### src/rtl/ps2_keymap_pkg.sv
// ps2_keymap_pkg: decoder states, scan-code/output constants and the set-2 to ASCII map
package ps2_keymap_pkg;
  localparam logic [2:0] ST_IDLE    = 3'd0;
  localparam logic [2:0] ST_EXT     = 3'd1;
  localparam logic [2:0] ST_BRK     = 3'd2;
  localparam logic [2:0] ST_EXT_BRK = 3'd3;
  localparam logic [2:0] ST_SKIP    = 3'd4;
  localparam logic [7:0] SC_EXT     = 8'hE0;
  localparam logic [7:0] SC_BRK     = 8'hF0;
  localparam logic [7:0] SC_PAUSE   = 8'hE1;
  localparam logic [7:0] SC_BAT     = 8'hAA;
  localparam logic [7:0] SC_SHIFT_L = 8'h12;
  localparam logic [7:0] SC_SHIFT_R = 8'h59;
  localparam logic [7:0] SC_CTRL    = 8'h14;
  localparam logic [7:0] SC_CAPS    = 8'h58;
  localparam logic [7:0] KEY_UP     = 8'h80;
  localparam logic [7:0] KEY_DOWN   = 8'h81;
  localparam logic [7:0] KEY_LEFT   = 8'h82;
  localparam logic [7:0] KEY_RIGHT  = 8'h83;
  localparam logic [7:0] ASCII_BS   = 8'h08;
  localparam logic [7:0] ASCII_TAB  = 8'h09;
  localparam logic [7:0] ASCII_CR   = 8'h0D;
  localparam logic [7:0] ASCII_ESC  = 8'h1B;
  localparam logic [7:0] ASCII_SP   = 8'h20;
  // Protocol chatter (acks, echoes, resends, errors) that never carries a key.
  function automatic logic is_ignored(input logic [7:0] code);
    return code == 8'hFA || code == 8'hEE || code == 8'hFE || code == 8'h00 || code == 8'hFF;
  endfunction
  // Returns {valid, char}; letters follow shift^caps, other glyphs follow shift only.
  function automatic logic [8:0] map_scancode(input logic ext, input logic [7:0] code,
                                              input logic shift, input logic caps);
    logic [7:0] l, n, s;
    l = '0;
    n = '0;
    s = '0;
    if (ext) begin
      case (code)
        8'h75:   n = KEY_UP;
        8'h72:   n = KEY_DOWN;
        8'h6B:   n = KEY_LEFT;
        8'h74:   n = KEY_RIGHT;
        8'h5A:   n = ASCII_CR;
        default: n = '0;
      endcase
      s = n;
    end else begin
      case (code)
        8'h1C: l = "a";  8'h32: l = "b";  8'h21: l = "c";  8'h23: l = "d";
        8'h24: l = "e";  8'h2B: l = "f";  8'h34: l = "g";  8'h33: l = "h";
        8'h43: l = "i";  8'h3B: l = "j";  8'h42: l = "k";  8'h4B: l = "l";
        8'h3A: l = "m";  8'h31: l = "n";  8'h44: l = "o";  8'h4D: l = "p";
        8'h15: l = "q";  8'h2D: l = "r";  8'h1B: l = "s";  8'h2C: l = "t";
        8'h3C: l = "u";  8'h2A: l = "v";  8'h1D: l = "w";  8'h22: l = "x";
        8'h35: l = "y";  8'h1A: l = "z";
        8'h16: {n, s} = {"1", "!"};  8'h1E: {n, s} = {"2", "@"};
        8'h26: {n, s} = {"3", "#"};  8'h25: {n, s} = {"4", "$"};
        8'h2E: {n, s} = {"5", "%"};  8'h36: {n, s} = {"6", "^"};
        8'h3D: {n, s} = {"7", "&"};  8'h3E: {n, s} = {"8", "*"};
        8'h46: {n, s} = {"9", "("};  8'h45: {n, s} = {"0", ")"};
        8'h0E: {n, s} = {8'h60, "~"};  8'h4E: {n, s} = {"-", "_"};
        8'h55: {n, s} = {"=", "+"};  8'h54: {n, s} = {"[", "{"};
        8'h5B: {n, s} = {"]", "}"};  8'h5D: {n, s} = {"\\", "|"};
        8'h4C: {n, s} = {";", ":"};  8'h52: {n, s} = {"'", "\""};
        8'h41: {n, s} = {",", "<"};  8'h49: {n, s} = {".", ">"};
        8'h4A: {n, s} = {"/", "?"};
        8'h29: {n, s} = {ASCII_SP, ASCII_SP};
        8'h5A: {n, s} = {ASCII_CR, ASCII_CR};
        8'h66: {n, s} = {ASCII_BS, ASCII_BS};
        8'h0D: {n, s} = {ASCII_TAB, ASCII_TAB};
        8'h76: {n, s} = {ASCII_ESC, ASCII_ESC};
        default: l = '0;
      endcase
    end
    return l != '0 ? {1'b1, (shift ^ caps) ? l ^ 8'h20 : l} : {n != '0, shift ? s : n};
  endfunction
endpackage

### src/rtl/ps2_keymap_fifo.sv
// byte_fifo: small valid/ready FIFO; head reads as zero while empty
module byte_fifo #(
  parameter int WIDTH = 8,
  parameter int DEPTH = 4
) (
  input  logic             clk,
  input  logic             rst_n,
  input  logic [WIDTH-1:0] push_data,
  input  logic             push_valid,
  output logic             push_ready,
  output logic [WIDTH-1:0] pop_data,
  output logic             pop_valid,
  input  logic             pop_ready,
  output logic             full
);
  localparam int AW = $clog2(DEPTH);
  logic [WIDTH-1:0] mem [DEPTH];
  logic [AW-1:0] wr, rd;
  logic [AW:0] count;
  logic push, pop;
  assign full       = count == (AW+1)'(DEPTH);
  assign push_ready = ~full;
  assign pop_valid  = count != '0;
  assign pop_data   = pop_valid ? mem[rd] : '0;
  assign push       = push_valid & push_ready;
  assign pop        = pop_valid & pop_ready;
  // Pointers wrap naturally at the power-of-two depth; count tracks occupancy.
  always_ff @(posedge clk or negedge rst_n)
    if (!rst_n) begin
      wr    <= '0;
      rd    <= '0;
      count <= '0;
    end else begin
      wr    <= push ? wr + AW'(1) : wr;
      rd    <= pop ? rd + AW'(1) : rd;
      count <= count + (AW+1)'(push) - (AW+1)'(pop);
    end
  // Storage needs no reset: entries are only visible once written.
  always_ff @(posedge clk)
    if (push) mem[wr] <= push_data;
endmodule

### src/rtl/ps2_keymap.sv
// ps2_keymap: set-2 scan codes to ASCII with prefix/modifier tracking and an output FIFO
module ps2_keymap
  import ps2_keymap_pkg::*;
#(
  parameter int FIFO_DEPTH = 4
) (
  input  logic       clk,
  input  logic       rst_n,
  input  logic [7:0] sym_data,
  input  logic       sym_valid,
  output logic       sym_ready,
  output logic [7:0] kb_data,
  output logic       kb_valid,
  input  logic       kb_ready,
  output logic [3:0] mods
);
  logic [2:0] state, nxt_state, cnt, nxt_cnt;
  logic [3:0] nxt_mods;
  logic [8:0] m;
  logic [7:0] lc, ch;
  logic accept, mk, ext, emit, full, room, letter;
  assign sym_ready = ~full;
  assign accept    = sym_valid & sym_ready;
  assign mk        = state == ST_IDLE || state == ST_EXT;
  assign ext       = state == ST_EXT || state == ST_EXT_BRK;
  assign m         = map_scancode(ext, sym_data, mods[0] | mods[1], mods[3]);
  assign lc        = m[7:0] | 8'h20;
  assign letter    = m[7:6] == 2'b01 && lc >= "a" && lc <= "z";
  assign ch        = mods[2] && letter ? m[7:0] & 8'h1F : m[7:0];
  // Next decoder state, skip counter and modifiers for the accepted byte.
  always_comb begin
    nxt_state = state;
    nxt_cnt   = cnt;
    nxt_mods  = mods;
    emit      = 1'b0;
    if (accept) begin
      if (state == ST_SKIP) begin
        nxt_cnt   = cnt - 3'd1;
        nxt_state = cnt == 3'd1 ? ST_IDLE : ST_SKIP;
      end else if (sym_data == SC_PAUSE) begin
        nxt_state = ST_SKIP;
        nxt_cnt   = 3'd7;
      end else if (state == ST_IDLE && sym_data == SC_EXT) begin
        nxt_state = ST_EXT;
      end else if (state == ST_IDLE && sym_data == SC_BRK) begin
        nxt_state = ST_BRK;
      end else if (state == ST_EXT && sym_data == SC_BRK) begin
        nxt_state = ST_EXT_BRK;
      end else if (state == ST_IDLE && sym_data == SC_BAT) begin
        nxt_mods[2:0] = '0;
      end else if (!(state == ST_IDLE && is_ignored(sym_data))) begin
        nxt_state = ST_IDLE;
        if (!ext && sym_data == SC_SHIFT_L) nxt_mods[0] = mk;
        if (!ext && sym_data == SC_SHIFT_R) nxt_mods[1] = mk;
        if (sym_data == SC_CTRL) nxt_mods[2] = mk;
        if (!ext && mk && sym_data == SC_CAPS) nxt_mods[3] = ~mods[3];
        emit = mk & m[8];
      end
    end
  end
  // Decoder registers.
  always_ff @(posedge clk or negedge rst_n)
    if (!rst_n) begin
      state <= ST_IDLE;
      cnt   <= '0;
      mods  <= '0;
    end else begin
      state <= nxt_state;
      cnt   <= nxt_cnt;
      mods  <= nxt_mods;
    end
  byte_fifo #(.WIDTH(8), .DEPTH(FIFO_DEPTH)) u_fifo (
    .clk        (clk),
    .rst_n      (rst_n),
    .push_data  (ch),
    .push_valid (emit & room),
    .push_ready (room),
    .pop_data   (kb_data),
    .pop_valid  (kb_valid),
    .pop_ready  (kb_ready),
    .full       (full)
  );
endmodule

### config.mk
export PLATFORM = sky130hd
export DESIGN_NAME = ps2_keymap
export DESIGN_NICKNAME = d
export VERILOG_FILES = /design/src/rtl/ps2_keymap_pkg.sv /design/src/rtl/ps2_keymap_fifo.sv /design/src/rtl/ps2_keymap.sv
export SDC_FILE = /design/constraint.sdc
export NUM_CORES = 1
export LEC_CHECK = 0
export CELL_PAD_IN_SITES_DETAIL_PLACEMENT = 2
export CELL_PAD_IN_SITES_GLOBAL_PLACEMENT = 2
export CORE_ASPECT_RATIO = 0.7
export CORE_MARGIN = 3
export CORE_UTILIZATION = 39
export DETAILED_ROUTE_END_ITERATION = 16
export GPL_ROUTABILITY_DRIVEN = 0
export PLACE_DENSITY = 0.91
export SYNTH_ARGS = -nofsm -noshare
export SYNTH_HDL_FRONTEND = slang
export SYNTH_SLANG_ARGS = --single-unit
### constraint.sdc
create_clock -name clk -period 2.82 [get_ports clk]
set_input_delay 0.846 -clock clk [delete_from_list [all_inputs] [get_ports clk]]
set_output_delay 0.846 -clock clk [all_outputs]
set_load 0.02 [all_outputs]
==> results of run 1 <==
kinds of logic after synthesis:
kind of cell,Yosys count,synth area share [%]
and+or+nand+nor,174,27.6
AOI/OAI and AO/OA,109,19.9
buffers and inverters,53,7.27
DFF,49,34.0
muxes,14,5.98
xor gates and xnor gates,11,2.36
adders and majority gates,9,2.94
cell usage after synthesis (all sizes together) (4+ instances only):
library cell,n
a32oi,6
nand4b,4
clkbuf,9
dfrtp,17
nor2,23
a32o,4
inv,14
a21oi,20
mux4,8
nand2b,10
nor4,9
o21ai,13
xnor2,9
o211ai,4
buf,30
o21a,5
nand3,7
nor3,11
nor2b,10
a31oi,6
nand2,34
or3,6
ha,8
and2,16
o22ai,10
nor3b,4
nor4b,6
nor4bb,5
or4b,5
edfxtp,32
through the flow:
step / std cells / hold WS [ps]
floorplan: 419 / 453
global placement: 676 / 472
detailed placement: 676 / 517
==> results_dict.tcl, run 1 <==
set metrics [dict create \
    syn-cell-area_um2 4080 \
    numCtsBuffers 5 \
    cts_root_buf "sky130_fd_sc_hd__clkbuf_16" \
    synth_top_area_share_pct 23.5 \
    post-cts-setup-buffers 43 \
    tritoncts_num_sinks 49 \
    netlist_top_cells_area "sky130_fd_sc_hd__edfxtp_1, sky130_fd_sc_hd__dfrtp_1, sky130_fd_sc_hd__mux4_2" \
    post_synthesis_cell_type_with_the_largest_combined_area "sky130_fd_sc_hd__edfxtp_1" \
    die_x_um 128 \
    yosys_warnings 0 \
    outcome "did not finish" \
    postSynth.asyncResetShare_pct 34.7 \
    std_cell_rows 30 \
    hpwlAfterDp_um 17800 \
    place_worst_setup_slack_ps -1550 \
    number_of_levels_the_h_tree_was_split_into 2 \
    post_dp_cell_area_um2 5530 \
    error_line "[ERROR DPL-0033] detailed placement checks failed during check placement." \
    number_of_flops_mapped_to_enable_cells_by_yosys 32 \
    postSynthAreaPerCell_um2 9.74 \
    placement.io_buffers 25 \
    post_synth_inst_count 419 \
    yosysUniqueCellTypes 84 \
    max-clock-path-buffers 2 \
    stop_stage "clock tree synthesis (4_1_cts)" \
    cts_hold_buffers 0 \
    floorplan.initialDensity_pct 41.0 \
    design.portCount 26 \
    synth.net_count 440 \
    synth-seq-area-share_pct 34.0 \
    synth.ff_latch_count 49 \
    number_of_gates_given_a_new_drive_strength_after_cts 125 \
    dominantRegCellSynth "sky130_fd_sc_hd__edfxtp_1" \
    fp.dieH_um 91.6 \
]
==> run 2, diff against run 1 <==
==> config.mk (replaced) <==
export PLATFORM = sky130hd
export DESIGN_NAME = ps2_keymap
export DESIGN_NICKNAME = d
export VERILOG_FILES = /design/src/rtl/ps2_keymap_pkg.sv /design/src/rtl/ps2_keymap_fifo.sv /design/src/rtl/ps2_keymap.sv
export SDC_FILE = /design/constraint.sdc
export NUM_CORES = 1
export LEC_CHECK = 0
export CORE_MARGIN = 3
export CORE_UTILIZATION = 25
export DETAILED_ROUTE_END_ITERATION = 16
export GPL_ROUTABILITY_DRIVEN = 0
export PLACE_DENSITY_LB_ADDON = 0.15
export SYNTH_ARGS = -nofsm -noshare
export SYNTH_HDL_FRONTEND = slang
export SYNTH_SLANG_ARGS = --single-unit
==> results_dict.tcl, run 2 <==
set metrics [dict create \
    clock-skew-final_ps 4.99 \
    outcome "complete, but fails checks" \
    combPwrFrac_pct 51.2 \
    synth_common_cells "sky130_fd_sc_hd__nand2_1, sky130_fd_sc_hd__edfxtp_1, sky130_fd_sc_hd__nor2_1, sky130_fd_sc_hd__a21oi_1, sky130_fd_sc_hd__dfrtp_1" \
    reg.largest.list "u_fifo.mem x32, mods x4" \
    worst_slack_ps -372 \
    die_x_um 134 \
    synth_compound_gate_area_share_pct 19.9 \
    fp.dieArea_um2 17900 \
    worstSetupStartpointType "input pin" \
    period_utilization_post_route_pct 113 \
    final_core_util_pct 42.2 \
    critical_path.endpoint_type "flop" \
    drt-wirelength-per-cell_um 18.3 \
    max_clock_freq_mhz 313 \
    cts_root_buf "sky130_fd_sc_hd__clkbuf_16" \
    pin_count_of_the_biggest_net_entering_global_routing 18 \
    fp.dieH_um 134 \
    initial_detailed_routing_violation_count 314 \
    static-leakage-power_nw 2.82 \
    firstDrtPassIters 4 \
    design.portCount 26 \
    cts_tree "built" \
    period_needed_ps 3190 \
    yosysUniqueCellTypes 84 \
    synth_top_family_by_area "simple AND/OR/NAND/NOR gates" \
    dominantRegCellSynth "sky130_fd_sc_hd__edfxtp_1" \
    post_synth_inst_count 419 \
    synth_top_area_share_pct 23.5 \
    number_of_levels_the_h_tree_was_split_into 2 \
    floorplan.core_area_um2 15900 \
    seq_power_share_pct 30.9 \
    grt.total_usage_pct 16.2 \
    drv_slew 0 \
    floorplan.initialDensity_pct 25.6 \
    post_layout_nonfiller_instances 829 \
    max-clock-path-buffers 2 \
    min_path_type "flop to flop" \
    synth_simple_gate_area_share_pct 27.6 \
    drive_gt1_share_pct 49.6 \
    hpwlAfterDp_um 11300 \
    postSynthAreaPerCell_um2 9.74 \
    tritoncts_num_sinks 49 \
    worst_skew_pair.late_latency_ps 290 \
    critPathMaxFanout 8 \
    dp_cells 776 \
    xor_xnor_portion_of_the_synthesized_cell_area_pct 2.36 \
    switchingPower_w 0.00118 \
    worst_slew_pin_slew_ps 570 \
    initial_antenna_violation_count 0 \
    registers.top_by_ff_count "u_fifo.mem" \
    violations "setup timing" \
    hold_viol 0 \
    avgViaCountPerCell 5.07 \
    internal_power_w 0.00213 \
    design.final.nets 633 \
    drc_errors 0 \
    postSynth.asyncResetShare_pct 34.7 \
    syn-cell-area_um2 4080 \
    maxCapViolations 0 \
    most_common_cell_after_layout_fill_and_taps_aside "sky130_fd_sc_hd__buf_4" \
    worstPathRequired_ps 2850 \
    synth_fa_ha_area_share_pct 2.94 \
    vdd.ir_drop.worst_mv 0.257 \
    numCtsBuffers 5 \
    power.density_cell_area_nw_per_um2 491 \
    postRouteAntennaNets 0 \
    critical_path_class "input pin to flop" \
    synth_mux_area_share_pct 5.98 \
    std_cell_rows 46 \
    synth_most_common_cell "sky130_fd_sc_hd__nand2_1" \
    clk_pin_slew_worst_paths_ps 70 \
    swShare_pct 35.6 \
    antennaDiodeCount 0 \
    setup_viol 42 \
    post_synthesis_cell_type_with_the_largest_combined_area "sky130_fd_sc_hd__edfxtp_1" \
    worst-endpoint-arrival_ps 3220 \
    setup_repair_after_global_routing_missed_its_margin "yes" \
    synth-seq-area-share_pct 34.0 \
    yosys_warnings 0 \
    number_of_flip_flops_under_the_largest_register_name 32 \
    placement.io_buffers 25 \
    synth.ff_latch_count 49 \
    grt_pass1_wl_um 23100 \
    timing.max_slew.rel_slack_pct 61.7 \
    routed_wire_length_um 15200 \
    power.clock.fraction_pct 18.0 \
    number_of_flops_mapped_to_enable_cells_by_yosys 32 \
    area_growth_pct 65.0 \
    netlist_top_cells_area "sky130_fd_sc_hd__edfxtp_1, sky130_fd_sc_hd__dfrtp_1, sky130_fd_sc_hd__mux4_2" \
    layout_common_cells "sky130_fd_sc_hd__buf_4, sky130_fd_sc_hd__nand2_1, sky130_fd_sc_hd__edfxtp_1, sky130_fd_sc_hd__buf_6, sky130_fd_sc_hd__nor2_1" \
    grt_pass1_vias 4173 \
    grt.overflow.total 0 \
    via_count 4206 \
    synth.net_count 440 \
]
-- run 2: cell type report --
| cell class | instances | area, um2 |
|---|---|---|
| fill | 1586 | 9210 |
| timing repair buffer | 225 | 2020 |
| sequential | 49 | 1390 |
| inverter | 14 | 52.6 |
| multi-input combinational | 317 | 2860 |
| clock buffer | 5 | 125 |
| clock inverter | 3 | 21.3 |
| tap | 216 | 270 |
-- run 2: per-layer routing --
| layer | up-vias | GRT usage, % | share of wire, % |
|---|---|---|---|
| met5 | - | 0 | 0 |
| met4 | 0 | 5.03 | 2.7 |
| met3 | 31 | 1.84 | 3.5 |
| met2 | 91 | 29.1 | 51 |
| met1 | 2066 | 20.4 | 43 |
| li1 | 2018 | - | - |
-- run 2: path summary, 6_finish.rpt --
kind,end,depth (start not counted),startpoint,slack (ps)
max in group asynchronous,cnt[1],2,rst_n,1760
setup reg to reg,u_fifo.mem[2][6],10,mods[1],210
hold reg to reg,cnt[0],1,cnt[0],500
setup / recovery,u_fifo.mem[2][6],13,sym_data[5],-370
hold / removal,cnt[0],1,cnt[0],500
min in group asynchronous,u_fifo.rd[0],2,rst_n,870
-- run 2: critical path, cell delays in order --
cell,delay (ps)
sky130_fd_sc_hd__buf_4,140
sky130_fd_sc_hd__buf_8,140
sky130_fd_sc_hd__nor4b_4,150
sky130_fd_sc_hd__buf_4,140
sky130_fd_sc_hd__buf_4,130
sky130_fd_sc_hd__a221o_1,350
sky130_fd_sc_hd__or4_4,450
sky130_fd_sc_hd__buf_4,150
sky130_fd_sc_hd__buf_4,130
sky130_fd_sc_hd__o311ai_1,90
sky130_fd_sc_hd__o211a_1,210
sky130_fd_sc_hd__o22a_2,200
sky130_fd_sc_hd__a21oi_4,80
-- run 2: power by group through the flow --
stage,Clock [W],Combinational [W],Sequential (W)
6_report,0.000595,0.00169,0.00102
5_1_grt,0.000637,0.00184,0.00104
4_1_cts,0.000610,0.00162,0.00102
3_5_place_dp,0,0.00155,0.00104
3_3_place_gp,0,0.00153,0.00103
2_1_floorplan,0,0.000928,0.000996
-- run 2: logic make-up after synthesis --
kind of cell	count (synthesis)
flops	49
compound gates	109
buf+inv	53
xor+xnor	11
simple gates	174
mux	14
fa+ha+maj	9
-- run 2: what timing repair did --
item                       4_1_cts  5_1_grt
hold buffers                     0        0
setup endpoints to repair       80       64
cloned                           3        1
pin swaps                       20       37
gates resized for setup         90       82
setup buffers                   14       31
-- run 2: stage by stage --
stage | instance area, um2 | TNS, ps | setup slack (ps) | power (W) | hold slack (ps)
floorplan | 4220 | -9360 | -521 | 0.00192 | 453
global placement | 5680 | -73720 | -1300 | 0.00256 | 475
global route | 6730 | -8270 | -442 | 0.00351 | 513
CTS | 6180 | -9270 | -379 | 0.00326 | 490
detailed placement | 5680 | -71250 | -1270 | 0.00259 | 481
finish | 6730 | -5390 | -372 | 0.00331 | 495
Power figures use the tool's default switching activity.
==> run 3, diff against run 2 <==
--- a/config.mk
+++ b/config.mk
@@ -5,11 +5,14 @@
 export SDC_FILE = /design/constraint.sdc
 export NUM_CORES = 1
 export LEC_CHECK = 0
+export CAP_MARGIN = 0
 export CORE_MARGIN = 3
 export CORE_UTILIZATION = 25
+export CTS_CLUSTER_SIZE = 20
 export DETAILED_ROUTE_END_ITERATION = 16
 export GPL_ROUTABILITY_DRIVEN = 0
 export PLACE_DENSITY_LB_ADDON = 0.15
+export SLEW_MARGIN = 10
 export SYNTH_ARGS = -nofsm -noshare
 export SYNTH_HDL_FRONTEND = slang
 export SYNTH_SLANG_ARGS = --single-unit
==> results of run 3 <==
No change in the layout: final DEF, timing and power equal those of run 2.
